File: config.mk
export PLATFORM = sky130hd
export DESIGN_NAME = pc_sequencer
export DESIGN_NICKNAME = d
export VERILOG_FILES = /design/src/rtl/pc_sequencer.sv
export SDC_FILE = /design/constraint.sdc
export NUM_CORES = 1
export LEC_CHECK = 0
export ABC_AREA = 1
export BUFFER_PORTS_ARGS = -buffer_cell sky130_fd_sc_hd__clkbuf_2
export CORE_ASPECT_RATIO = 0.75
export CORE_MARGIN = 1
export CORE_UTILIZATION = 49
export CTS_CLUSTER_SIZE = 14
export DETAILED_ROUTE_END_ITERATION = 10
export GPL_ROUTABILITY_DRIVEN = 0
export MAX_ROUTING_LAYER = met4
export PLACE_DENSITY = 0.76
export SYNTH_ARGS = -nofsm -noshare
export SYNTH_HDL_FRONTEND = slang
export SYNTH_SLANG_ARGS = --single-unit
File: constraint.sdc
create_clock -name clk -period 2.13 [get_ports clk]
set_input_delay 0.1065 -clock clk [delete_from_list [all_inputs] [get_ports clk]]
set_output_delay 0.1065 -clock clk [all_outputs]
set_load 0.01 [all_outputs]
File: src/rtl/pc_sequencer.sv
// pc_sequencer: multi-cycle IF/ID/EX/MEM/WB sequencer that owns the program
// counter, paces fetch and data accesses through explicit memory handshakes and
// produces the IR, register-file and PC write strobes.
module pc_sequencer #(
    parameter logic [31:0] RESET_PC = 32'h0000_0000,
    parameter int unsigned CNT_W    = 32,
    parameter int unsigned TIMEOUT  = 16
) (
    input  logic             clk,
    input  logic             rst,
    input  logic             imem_ack,
    input  logic             dmem_ack,
    input  logic             is_jmp,
    input  logic [31:0]      jmp_pc,
    input  logic             is_mem,
    input  logic             is_store,
    input  logic             halt,
    output logic [31:0]      pc_o,
    output logic             imem_req,
    output logic             ir_we,
    output logic             dmem_req,
    output logic             reg_we,
    output logic [2:0]       state_o,
    output logic [CNT_W-1:0] retired_cnt,
    output logic             err
);

    // Wait counter only has to count 0..TIMEOUT-1.
    localparam int unsigned WAIT_W = (TIMEOUT > 1) ? $clog2(TIMEOUT) : 1;
    localparam logic [WAIT_W-1:0] WAIT_LAST = WAIT_W'(TIMEOUT - 1);

    typedef enum logic [2:0] {
        S_IF   = 3'd0,
        S_ID   = 3'd1,
        S_EX   = 3'd2,
        S_MEM  = 3'd3,
        S_WB   = 3'd4,
        S_HALT = 3'd5
    } state_t;

    state_t            state;
    logic              jmp_q;
    logic              st_q;
    logic [31:0]       tgt_q;
    logic [WAIT_W-1:0] wait_cnt;

    // Strobes are decoded from the current state and the memory acks.
    always_comb begin
        imem_req = (state == S_IF);
        ir_we    = imem_req & imem_ack;
        dmem_req = (state == S_MEM);
        reg_we   = (state == S_WB) & ~st_q & ~jmp_q;
    end

    assign state_o = state;

    // Sequencer FSM: state, PC, retired counter, EX-stage latches and timeout.
    // The wait counter holds the number of ack-less cycles already spent in the
    // current IF/MEM visit, so the TIMEOUT-th miss is detected when it equals
    // TIMEOUT-1; an ack in that same cycle takes priority over the error.
    always_ff @(posedge clk) begin
        if (!rst) begin
            state       <= S_IF;
            pc_o        <= RESET_PC;
            retired_cnt <= '0;
            err         <= 1'b0;
            jmp_q       <= 1'b0;
            st_q        <= 1'b0;
            tgt_q       <= '0;
            wait_cnt    <= '0;
        end else begin
            case (state)
                S_IF: begin
                    if (imem_ack) begin
                        state    <= S_ID;
                        wait_cnt <= '0;
                    end else if (wait_cnt == WAIT_LAST) begin
                        err   <= 1'b1;
                        state <= S_HALT;
                    end else begin
                        wait_cnt <= wait_cnt + WAIT_W'(1);
                    end
                end
                S_ID: begin
                    state <= S_EX;
                end
                S_EX: begin
                    jmp_q <= is_jmp;
                    tgt_q <= jmp_pc & 32'hFFFF_FFFC;
                    st_q  <= is_mem & is_store;
                    if (is_mem) begin
                        state    <= S_MEM;
                        wait_cnt <= '0;
                    end else begin
                        state <= S_WB;
                    end
                end
                S_MEM: begin
                    if (dmem_ack) begin
                        state    <= S_WB;
                        wait_cnt <= '0;
                    end else if (wait_cnt == WAIT_LAST) begin
                        err   <= 1'b1;
                        state <= S_HALT;
                    end else begin
                        wait_cnt <= wait_cnt + WAIT_W'(1);
                    end
                end
                S_WB: begin
                    pc_o        <= jmp_q ? tgt_q : pc_o + 32'd4;
                    retired_cnt <= retired_cnt + CNT_W'(1);
                    wait_cnt    <= '0;
                    state       <= halt ? S_HALT : S_IF;
                end
                S_HALT: begin
                    state <= S_HALT;
                end
                default: begin
                    err   <= 1'b1;
                    state <= S_HALT;
                end
            endcase
        end
    end

endmodule
==> results by stage, run 1 <==
Synth:
- The number of cells produced by synthesis is between 900 and 1000.
- Ranked by total cell area, the synthesized netlist is headed by sky130_fd_sc_hd__dfxtp_1 (36%), sky130_fd_sc_hd__nand2_1 (20%), sky130_fd_sc_hd__a21oi_1 (8.6%), sky130_fd_sc_hd__nor2_1 (8.4%), sky130_fd_sc_hd__inv_1 (5.2%).
- After synthesis the netlist holds a flip-flop and latch count of between 100 and 150.
- Of all flip-flops after synthesis, the portion carrying an async set or reset was 0%.
- The part of the Yosys area used for sequential elements is 36.1%.
- The share of the synthesized area in the top cell type is 36.1%.
- The number of warning messages in the yosys log is 0.
- Summed over all instances, the cell type with the most area after synthesis is sky130_fd_sc_hd__dfxtp_1.
- The post-synth design cell area is 5660 µm².
- The number of distinct standard cells referenced by the synthesized netlist is 38.
- By count the netlist is led by sky130_fd_sc_hd__nand2_1 (297), sky130_fd_sc_hd__nor2_1 (126), sky130_fd_sc_hd__dfxtp_1 (102).
- The predominant post-synthesis flop cell is sky130_fd_sc_hd__dfxtp_1.
- Averaged over all synthesized cells, the footprint is 6.16 µm².
- The library cell with the highest instance count after synthesis is sky130_fd_sc_hd__nand2_1.
- In this run, synthesis inferred 0 flip-flops with an integrated enable.

Routing:
- Dividing the detail-routed wire length by the instance count gives 13.8 µm.
- The number of detailed-route iterations in the first pass is 5.
- The detailed router placed 6159 vias in this run.
- After detailed routing, the number of vias per cell comes to 5.28.
- The DRC marker count from the first detailed-route iteration is 618.
- For this block, the routed nets add up to 16100 µm of wire.
- After detailed routing, the number of remaining DRC violations is 0.
- The remaining number of nets flagged by the antenna check after routing is 0.

Global routing:
- Entering global routing, the biggest net connects 54 pins.
- The via count of the first global-routing pass is 5183.
- The global-route usage over all layers is around 29%.
- The routing usage on met2 is 39.2%.
- The routing usage on met3 is 4.88%.
- Summed over all layers, the global routing overflow is 0.
- The initial antenna violation count was 0.
- The busiest layer in global routing is met1.
- The first global-routing pass estimated between 20000 and 30000 µm of wire.
- Global routing used roughly 43% of the available met1 tracks.

Pwr:
- The combinational fraction of design power is 19.7%.
- Summed over all nets, the switching power comes to 1.49 mW.
- The ratio of total power to cell area is 695 nW/µm².
- The reported leakage power is 2.64 nW.
- The relative contribution of the clock network to total power is 34.5%.
- The internal portion of total power is 3.17 mW.
- Sequential cells account for between 40% and 50% of the total power.
- IR analysis of the VDD net gives a maximum drop of roughly 460 µV.
- The switching fraction of total power is about a third.
- Overall power consumption after layout is estimated at approximately 4.7 mW.

Run status:
- The flow ran to the end, and the final reports show no timing, DRC or antenna violations.

Worst setup path:
- The reg-to-reg startpoint is pc_o[3]$_SDFFE_PN0N_.
- The path depth of the worst reg2reg path is 10.
- Across all register-to-register paths, the minimum setup slack is around 400 ps.
- The worst setup path is captured at an output port.
- The reg-to-reg critical path endpoint is pc_o[20]$_SDFFE_PN0N_.
- The worst path arrival time is 1730 ps.
- The maximum fanout count along the critical path is 41.
- For the worst setup path, the data required time is 2020 ps.
- The startpoint kind of the worst setup timing path is a flip-flop.
- The setup path with the least slack is of type reg2out.

Finish:
- 0 antenna diodes ended up in the layout.
- The final layout net count is 1065.
- Measured on the finished design, the core utilization comes to around three fifths.
- The share of layout cells above drive strength 1 is 16.0%.
- Counting the fill cells in the layout gives about 1100.
- The area growth from synthesis to final layout is 18.5%.

Worst hold path:
- The type of the tightest min-delay check is in2reg.
- The number of cells on the worst hold path is 3.
- The worst hold path terminates at tgt_q[3]$_SDFFE_PN0N_.
- The worst hold path startpoint is jmp_pc[3].

Timing:
- The total of endpoints with negative setup slack in the final report is 0.
- The portion of the clock cycle consumed by the worst path in the final layout is 86.2%.
- The clock arrives with 9.14 ps of skew.
- The max-slew violation count is 0.
- Subtracting the final worst setup slack from the clock period gives 1840 ps.
- Setup repair after global routing left no endpoint under its margin.
- The count of final hold-check violations is 0.
- The maximum clock frequency is 0.544 GHz.
- The post-route setup TNS is 0 ps.

Die:
- The initial utilization of the core area, before any placement, comes to 51.1%.
- The floorplan step defined a core boundary enclosing 11100 µm².
- The die span in x is about 130 µm.
- The floorplan has 33 rows.
- The die height is ~95 µm.
- The overall die area is 12000 µm².
- The number of top-level design ports is 112.

Placed design:
- The post-detailed-placement half-perimeter wirelength is between 10000 and 15000 µm.
- The number of port buffers is about 110.

Flow run:
- The max-cap check violation count is 0.

Clock tree:
- The CTS root buffer is sky130_fd_sc_hd__clkbuf_16.
- For the worst-skew pair, the clock arrives at the later sink with an insertion delay of 360 ps.
- The number of resized instances in the post-cts repair step is 0.
- Clock-pin slew was measured on the worst setup and hold paths at about 80 ps.
- The H-tree was split into 3 levels.
- The number of clock buffers added by TritonCTS is 9.
- The CTS tree is done.
- The tree built by TritonCTS fans out to 102 sinks.
- The clock passes through at most 2 buffers.
- The post-CTS setup buffer count is 0.
kinds of logic after synthesis:
kind of cell	after synthesis	share of synthesized area (%)
buffers and inverters	117	8.05
xor gates and xnor gates	5	0.774
other	1	0.0663
AOI/OAI and AO/OA	170	15.7
adders and majority gates	3	0.663
DFF	102	36.1
and+or+nand+nor	520	38.6
flip-flops by register name, summed over array words and instances (netlist names):
register and count:
jmp_q 1, st_q 1, retired_cnt 32, state_o 3, tgt_q 30, pc_o 30
wait_cnt 4, err 1
final cells by class:
type	instances	area, µm²	share of cell area (%)
clock buffers	9	225	3.36
inverters	83	312	4.65
flip-flops and latches	102	2040	30.5
clock inverters	7	56.3	0.840
well taps	140	175	2.61
repair buffers	126	731	10.9
multi-input cells	700	3160	47.2
worst max-delay path, stage by stage (launching register included):
cell	delay (ps)
sky130_fd_sc_hd__dfxtp_1	450
sky130_fd_sc_hd__nand2_2	230
sky130_fd_sc_hd__buf_12	250
sky130_fd_sc_hd__nor3_1	240
sky130_fd_sc_hd__clkbuf_2	190
worst max-delay path by stage:
stage,start,depth (start not counted),endpoint,slack [ps]
3_5_place_dp,retired_cnt[0]$_SDFFE_PN0N_,10,retired_cnt[30]$_SDFFE_PN0N_,440
4_1_cts,state_o[2]$_SDFF_PN0_,4,reg_we,330
5_1_grt,pc_o[4]$_SDFFE_PN0N_,8,pc_o[9]$_SDFFE_PN0N_,190
3_3_place_gp,retired_cnt[0]$_SDFFE_PN0N_,10,retired_cnt[30]$_SDFFE_PN0N_,510
2_1_floorplan,retired_cnt[0]$_SDFFE_PN0N_,10,retired_cnt[30]$_SDFFE_PN0N_,640
6_report,state_o[2]$_SDFF_PN0_,4,reg_we,290
layer usage:
layer | routed length, µm | part of all wire (%) | vias up
li1 | - | - | 3148
met3 | 1250 | 7.8 | 15
met1 | 8240 | 51 | 2777
met5 | 0 | 0 | -
met4 | 193 | 1.2 | 0
met2 | 6370 | 40 | 219
power by group through the flow:
stage / clock network [mW] / registers (mW) / logic (mW)
floorplan: 0 / 2.17 / 0.596
global placement: 0 / 2.17 / 0.887
detailed placement: 0 / 2.17 / 0.896
CTS: 1.62 / 2.13 / 0.910
global route: 1.71 / 2.15 / 1.03
finish: 1.61 / 2.13 / 0.918
layout by cell type (no fill, tap or decap), drive strengths merged, types with 5 or more instances in the layout:
cell type and instances:
a21oi 98, a31oi 5, buf 13, clkbuf 116
dfxtp 102, dlygate4sd3 6, inv 85, nand2 306
nand3 45, nand3b 12, nor2 138, nor3 11
o21ai 55
metrics by stage:
| stage | hold WS [ps] | cell area (µm²) | std cells | setup WS (ps) |
|---|---|---|---|---|
| floorplan | 249 | 5660 | 919 | 643 |
| global placement | 349 | 6360 | 1145 | 506 |
| detailed placement | 348 | 6360 | 1145 | 438 |
| CTS | 8.87 | 6710 | 1167 | 328 |
| global route | 18.8 | 6710 | 1167 | 194 |
| finish | 6.11 | 6710 | 1167 | 293 |
timing repair:
item | 4_1_cts | 5_1_grt
setup endpoints to repair | 0 | 0
hold buffers | 6 | 0
endpoints found under the hold margin | 6 | 0
No activity file was read; power rests on OpenSTA's default activity.
==> run 2: changes to the inputs <==
Settings changed: PLACE_DENSITY 0.76 to 0.71, RECOVER_POWER set to 100.
==> results by stage, run 2 (synthesis gave the netlist of run 1 again) <==
Run status:
- The run finished with clean final reports.

Pwr:
- IR analysis of the VDD net gives a maximum drop of 440 µV.
- For this design the static power due to leakage is 2.38 nW.
- Of the total power, registers draw 45.3%.
- The switching fraction of total power is between 30% and 40%.
- The internal portion of total power is 3.26 mW.
- The share of total power dissipated in the clock network is 36.2%.
- The combinational fraction of design power is 18.5%.
- The ratio of total power to cell area is 717 nW/µm².
- In this run the power spent charging and discharging nets is between 1 and 1.5 mW.

Clock tree:
- The tree built by TritonCTS fans out to 102 sinks.
- The number of buffers on the longest clock path is 2.
- The number of H-tree branching levels is 3.
- The clock latency reported for the late side of the worst-skew pair is between 300 and 400 ps.
- Gates resized during post-CTS repair numbered 0.
- The CTS root buffer is sky130_fd_sc_hd__clkbuf_16.
- TritonCTS built the clock tree.
- The CTS clock-pin slew for the worst setup and hold paths is 70 ps.
- TritonCTS created 9 clock buffers.

Global routing:
- Entering global routing, the biggest net connects roughly 50 pins.
- The initial antenna violation count came to 0.
- The first global-routing pass estimated 25600 µm of wire.
- The total congestion overflow after global routing is 0.
- The via count of the first global-routing pass was 5088.
- In the global route stage, overall resource usage came out at approximately 28%.

Worst setup path:
- The most numerous cell type found on the critical path is sky130_fd_sc_hd__nand2_1.
- Traced cell by cell, the critical path runs through nand2_1, buf_4, nor3_1, nand2_1, xor2_1, nor2_1.
- The slowest stage of the critical path is the sky130_fd_sc_hd__dfxtp_1 cell.
- STA classifies the critical path endpoint as a flip-flop.
- The cell family contributing the most delay on the critical path is simple AND/OR/NAND/NOR gates.
- The startpoint kind of the worst setup timing path is a flip-flop.
- In this design, the stage delay of the slowest critical-path cell is between 400 and 500 ps.
- At the worst endpoint, the arrival time is 2100 ps.
- The classification of the worst setup path is reg2reg.
- The critical path data required time is 2360 ps.
- Counting both buffers and inverters, the worst setup path holds a total of 1.
- The maximum fanout count along the critical path is 26.

Finish:
- Once layout is complete, the utilization of the core stands at 59.4%.
- The final instance area is 6570 µm².
- The area growth from synthesis to final layout is 16.2%.
- The repair_antennas step left the layout with diodes totalling 0.
- The top cell types in the final layout, fill and taps aside, are sky130_fd_sc_hd__nand2_1 (301), sky130_fd_sc_hd__nor2_1 (129), sky130_fd_sc_hd__dfxtp_1 (102).
- The count of cells in the finished layout, fillers not included, comes to 1166.
- The number of filler instances in the final layout is 1156.
- The most flop-heavy register is retired_cnt.
- Leaving out fill and tap cells, the most frequent cell in the layout is sky130_fd_sc_hd__nand2_1.
- The largest registers in the layout are retired_cnt (32), pc_o (30), tgt_q (30).
- In the final design database the tool counted 1064 nets.
- Of the cells placed in the final design, the portion with a size suffix greater than 1 is between 8 and 9%.
- The flip-flop count of the largest register, all copies and words added is 32.

Timing:
- The maximum clock skew at final layout is 6.97 ps.
- Of the available clock period, the critical path in the final layout requires 87.9%.
- Setup repair after global routing left no endpoint under its margin.
- The normalized max-slew margin is 64.7%.
- Setup violations remaining at the end of the flow were counted as 0.
- Adding up every negative setup slack in the final design gives 0 ps.
- The max-slew violation count is 0.
- The maximum clock frequency is roughly 0.53 GHz.
- The count of final hold-check violations came to 0.
- The pin slew with the least headroom to its limit is ~530 ps.
- The minimum setup slack in the final design is ~260 ps.
- The minimum clock period is 1870 ps.

Routing:
- The number of design rule violations left after detail routing is 0.
- The detailed-routing wirelength on met1 is 8490 µm.
- Once detail routing completed, the nets flagged for antenna violations numbered 0.
- The via count is ~6100.
- In the detailed route, the total length drawn on met2 is 6170 µm.
- The DRC marker count from the first detailed-route iteration is between 400 and 500.
- The top layer reached by signal wires is met4.
- The number of detailed-route iterations in the first pass is 5.
- The total met3 wirelength after detailed routing is 1270 µm.
- The wire length per cell is 13.8 µm.
- The total wirelength of the detailed-routed design is 16100 µm.
- In the routed layout, each cell is associated on average with a via count of 5.25.

Worst hold path:
- The worst hold path belongs to the class in2reg.

Die:
- The floorplan step defined a die boundary enclosing 12000 µm².
- The die height is roughly 95 µm.
- In this run the standard cell core region covers 11100 µm².
- For this configuration, the core starts out at a cell density of 51.1%.
- The number of top-level design ports is 112.
- The die is 126 µm wide.
- Row generation in the floorplan step produced 33 rows.

Placed design:
- Including well taps, the total number of placed cells is about 1100.
- The number of port buffers is 107.
- Before CTS, the worst setup slack after placement is about 450 ps.
- The HPWL after detailed placement is 12000 µm.
- The placed instances occupy a cell area of ~6300 µm².

Flow run:
- The tool flagged a number of max-cap violations equal to 0.
run 2: cell count changes in the layout (fill, tap and decap cells not counted), moves of 2 or more:
cell                       before  now
sky130_fd_sc_hd__clkbuf_1       0   70
sky130_fd_sc_hd__nand2_2        7    3
sky130_fd_sc_hd__o21ai_0       50   53
sky130_fd_sc_hd__nand2_1      297  301
sky130_fd_sc_hd__nor2_1       126  129
sky130_fd_sc_hd__clkinv_4       0    2
sky130_fd_sc_hd__clkbuf_2     107   38
sky130_fd_sc_hd__o21ai_1        5    2
sky130_fd_sc_hd__buf_12         3    1
sky130_fd_sc_hd__nor2_2        10    7
run 2: tightest hold or removal path: cells and delay by family:
family                 cells  cell delay (ps)
AND/OR/NAND/NOR            1               60
AO/OA/AOI/OAI              1               50
buffers and inverters      1              100
run 2: stage by stage:
stage	hold WS (ps)	power, mW
5_1_grt	15.9	4.96
3_5_place_dp	352	3.05
3_3_place_gp	350	3.04
2_1_floorplan	249	2.77
6_report	14.3	4.71
4_1_cts	1.83	4.76
run 2: cell type report:
type	instances	area (µm²)	area share [%]
sequential	102	2040	31.1
clock buffer	9	225	3.43
multi-input combinational	700	3130	47.6
clock inverter	7	80.1	1.22
timing repair buffer	125	608	9.25
tap	140	175	2.67
inverter	83	312	4.74
run 2: power by group through the flow:
stage | clock network [mW] | logic [mW] | registers (mW)
6_report | 1.71 | 0.873 | 2.13
5_1_grt | 1.82 | 0.992 | 2.15
4_1_cts | 1.74 | 0.887 | 2.13
3_5_place_dp | 0 | 0.874 | 2.18
3_3_place_gp | 0 | 0.867 | 2.17
2_1_floorplan | 0 | 0.596 | 2.17
run 2: routing by layer:
| layer | global-route usage [%] | vias up |
|---|---|---|
| li1 | - | 3142 |
| met1 | 43.2 | 2709 |
| met2 | 36.8 | 260 |
| met3 | 4.60 | 16 |
| met4 | 6.93 | 0 |
| met5 | - | - |
run 2: path summary, 6_finish.rpt:
path	end	slack [ps]	cells after the start	start
min reg2reg	tgt_q[18]$_SDFFE_PN0N_	450	2	tgt_q[18]$_SDFFE_PN0N_
max reg2reg	retired_cnt[13]$_SDFFE_PN0N_	260	6	state_o[2]$_SDFF_PN0_
min	tgt_q[3]$_SDFFE_PN0N_	10	3	jmp_pc[3]
max	retired_cnt[13]$_SDFFE_PN0N_	260	6	state_o[2]$_SDFF_PN0_
run 2: repair_timing:
action | CTS | global route
hold buffers | 6 | 0
setup buffers | 0 | 0
hold endpoints to repair | 6 | 0
==> run 3: changes to the inputs <==
Settings changed: CTS_BUF_LIST set to sky130_fd_sc_hd__clkbuf_8.
==> results by stage, run 3 (synthesis gave the netlist of run 1 again) <==
Worst setup path:
- In this run the critical register-to-register path is launched from retired_cnt[1]$_SDFFE_PN0N_.
- The largest stage delay on the critical path is 410 ps.
- In this design, the largest share of critical-path delay is due to simple AND/OR/NAND/NOR gates.
- The slowest stage of the critical path belongs to the cell sky130_fd_sc_hd__dfxtp_1.
- Of all nets on the critical path, the largest fanout is 4.
- The startpoint kind of the worst setup timing path is a flip-flop.
- STA puts the critical path data required time at 2410 ps.
- The most frequent cell on the critical path is sky130_fd_sc_hd__nor2_1.
- The worst setup path is captured at a flip-flop.
- The classification of the worst setup path is reg2reg.
- The startpoint of the most critical setup path is retired_cnt[1]$_SDFFE_PN0N_.
- The critical path buffer and inverter count is 1.
- The worst path arrival time is 2150 ps.
- The signal on the critical path passes through ha_1, inv_1, nor2_1, nand2_2, nor2_4, nand3_1, nor2_1, nand3_1, nand2_1, nor2_1.

Timing:
- The total of endpoints with negative setup slack in the final report is 0.
- Setup repair after global routing left no endpoint under its margin.
- The maximum clock skew at final layout is 10.4 ps.
- Setup slack on the critical path of the routed design comes to approximately 250 ps.
- Across all hold checks on the routed design, the worst slack comes to 11.6 ps.
- The count of final hold-check violations is 0.
- Timing would allow up to 0.532 GHz.
- The smallest clock period supported by the final layout is computed as 1880 ps.
- The max-slew violation count was 0.
- The worst path uses roughly nine tenths of the clock period.
- The normalized max-slew margin is 64.2%.
- At the pin with the least slew margin, the transition time is 536 ps.
- In the final timing run, aggregate negative setup slack is 0 ps.

Finish:
- After the last flow step, the layout net total stands at 1076.
- The library cell used most frequently in the layout, excluding fill and tap cells, is sky130_fd_sc_hd__nand2_1.
- The end-of-flow core utilization is 59.5%.
- The flip-flop count of the largest register, all copies and words added is 32.
- The number of inserted diodes is 0.
- Leaving out fill and tap cells, the most frequent cells in the layout are sky130_fd_sc_hd__nand2_1 (300), sky130_fd_sc_hd__nor2_1 (134), sky130_fd_sc_hd__dfxtp_1 (102).
- retired_cnt holds more flip-flops than any other register.
- Of the cells placed in the final design, the portion with a size suffix greater than 1 is 7.61%.
- The finished layout holds 1178 standard cells, fillers aside.
- The final instance area is 6580 µm².
- The largest registers in the layout are retired_cnt (32), pc_o (30), tgt_q (30).
- From synthesis to final layout, the design area changed by 16.4%.
- The number of filler instances in the final layout is roughly 1200.

Clock tree:
- The number of clock buffers added by TritonCTS is 9.
- Hold repair after CTS inserted 18 buffers.
- The number of clock sinks seen by CTS is 102.
- The clock latency reported for the late side of the worst-skew pair is about 380 ps.
- The number of resized instances in the post-cts repair step is 0.
- Buffers added to address setup during post-CTS repair amount to 0.
- The CTS root buffer is sky130_fd_sc_hd__clkbuf_8.
- The H-tree was split into 3 levels.
- The clock passes through at most 2 buffers.
- The CTS clock-pin slew for the worst setup and hold paths is approximately 100 ps.
- The CTS tree is done.

Placed design:
- During placement, the flow inserted port buffers numbering 107.
- Summing all placed instances gives a cell area of 6330 µm².
- At the placement stage, the worst setup path has a slack of 446 ps.
- Once placement completed, the tool counted placed cells totaling 1144.
- Summed over all nets, the half-perimeter wirelength after detailed placement is 12000 µm.

Worst hold path:
- The worst hold path startpoint is jmp_pc[16].
- The min-delay analysis places its worst path in the category in2reg.

Global routing:
- The global-route wire length before repair is 25700 µm.
- Entering global routing, the biggest net connects 49 pins.
- The initial antenna violation count is 0.
- Global routing used roughly 28% of the available tracks across all layers.
- After global routing the overflow that remains totals 0.
- The via count of the first global-routing pass is 5060.

Die:
- The number of top-level design ports is 112.
- The floorplan step defined a core boundary enclosing approximately 11000 µm².
- The cell row count is 33.
- The initial standard-cell utilization of the core is 51.1%.
- The die span in x is 126 µm.
- The die height is 95.1 µm.
- The overall die area is about 12000 µm².

Routing:
- In this run the remaining antenna-violating nets after routing total 0.
- The total wirelength of the detailed-routed design is 16000 µm.
- The wire length per cell is roughly 14 µm.
- The via count normalized by instance count is about 5.2.
- The number of detailed-route iterations in the first pass is 5.
- The DRC marker count from the first detailed-route iteration is roughly 440.
- The via count is approximately 6100.
- The number of design rule violations left after detail routing is 0.

Pwr:
- After layout, the design draws a total of 4.30 mW.
- Across the VDD grid, the largest voltage drop is 457 µV.
- The ratio of total power to cell area is 654 nW/µm².
- In this run the static leakage power is 2.40 nW.

Flow run:
- The tool flagged a number of max-cap violations equal to 0.

Run status:
- The flow ran to the end, and the final reports show no timing, DRC or antenna violations.
## run 3: cell count changes in the layout (fill, tap and decap cells not counted), moves of 2 or more
cell / delta
sky130_fd_sc_hd__nor2_1: +5
sky130_fd_sc_hd__dlygate4sd3_1: +12
sky130_fd_sc_hd__o21ai_0: +2
sky130_fd_sc_hd__nor2_2: -4
sky130_fd_sc_hd__clkbuf_16: -9
sky130_fd_sc_hd__o21ai_1: -2
sky130_fd_sc_hd__clkbuf_8: +9
## run 3: report_power, final
group / internal, mW / leakage (nW) / switching, mW
clock network: 0.556 / 0.0964 / 0.725
logic: 0.295 / 1.48 / 0.596
registers: 2.05 / 0.825 / 0.0846
## run 3: metal layers
layer  routed length (µm)  global-route usage, %  vias to the layer above
li1                     -                      -                     3173
met1                 8660                   43.2                     2697
met2                 6120                   36.8                      229
met3                 1070                   4.77                       16
met4                  173                   6.22                        0
met5                    0                      -                        -
## run 3: path summary, 6_finish.rpt
check,endpoint,slack [ps],cells past startpoint
setup / recovery,retired_cnt[30]$_SDFFE_PN0N_,250,10
hold / removal,tgt_q[16]$_SDFFE_PN0N_,10,3
setup reg to reg,retired_cnt[30]$_SDFFE_PN0N_,250,10
hold reg to reg,tgt_q[28]$_SDFFE_PN0N_,460,2
## run 3: worst register-to-register path: stages (launching register included)
cell	delay, ps
sky130_fd_sc_hd__dfxtp_1	410
sky130_fd_sc_hd__ha_1	200
sky130_fd_sc_hd__inv_1	80
sky130_fd_sc_hd__nor2_1	270
sky130_fd_sc_hd__nand2_2	100
sky130_fd_sc_hd__nor2_4	160
sky130_fd_sc_hd__nand3_1	150
sky130_fd_sc_hd__nor2_1	200
sky130_fd_sc_hd__nand3_1	100
sky130_fd_sc_hd__nand2_1	70
sky130_fd_sc_hd__nor2_1	40
## run 3: cell type report
class | count | area (µm²) | share of cell area, %
Clock inverter | 7 | 80.1 | 1.22
Sequential cell | 102 | 2040 | 31.0
Multi-Input combinational cell | 700 | 3130 | 47.5
Tap cell | 140 | 175 | 2.66
Inverter | 83 | 312 | 4.73
Clock buffer | 9 | 124 | 1.88
Timing Repair Buffer | 137 | 724 | 11.0
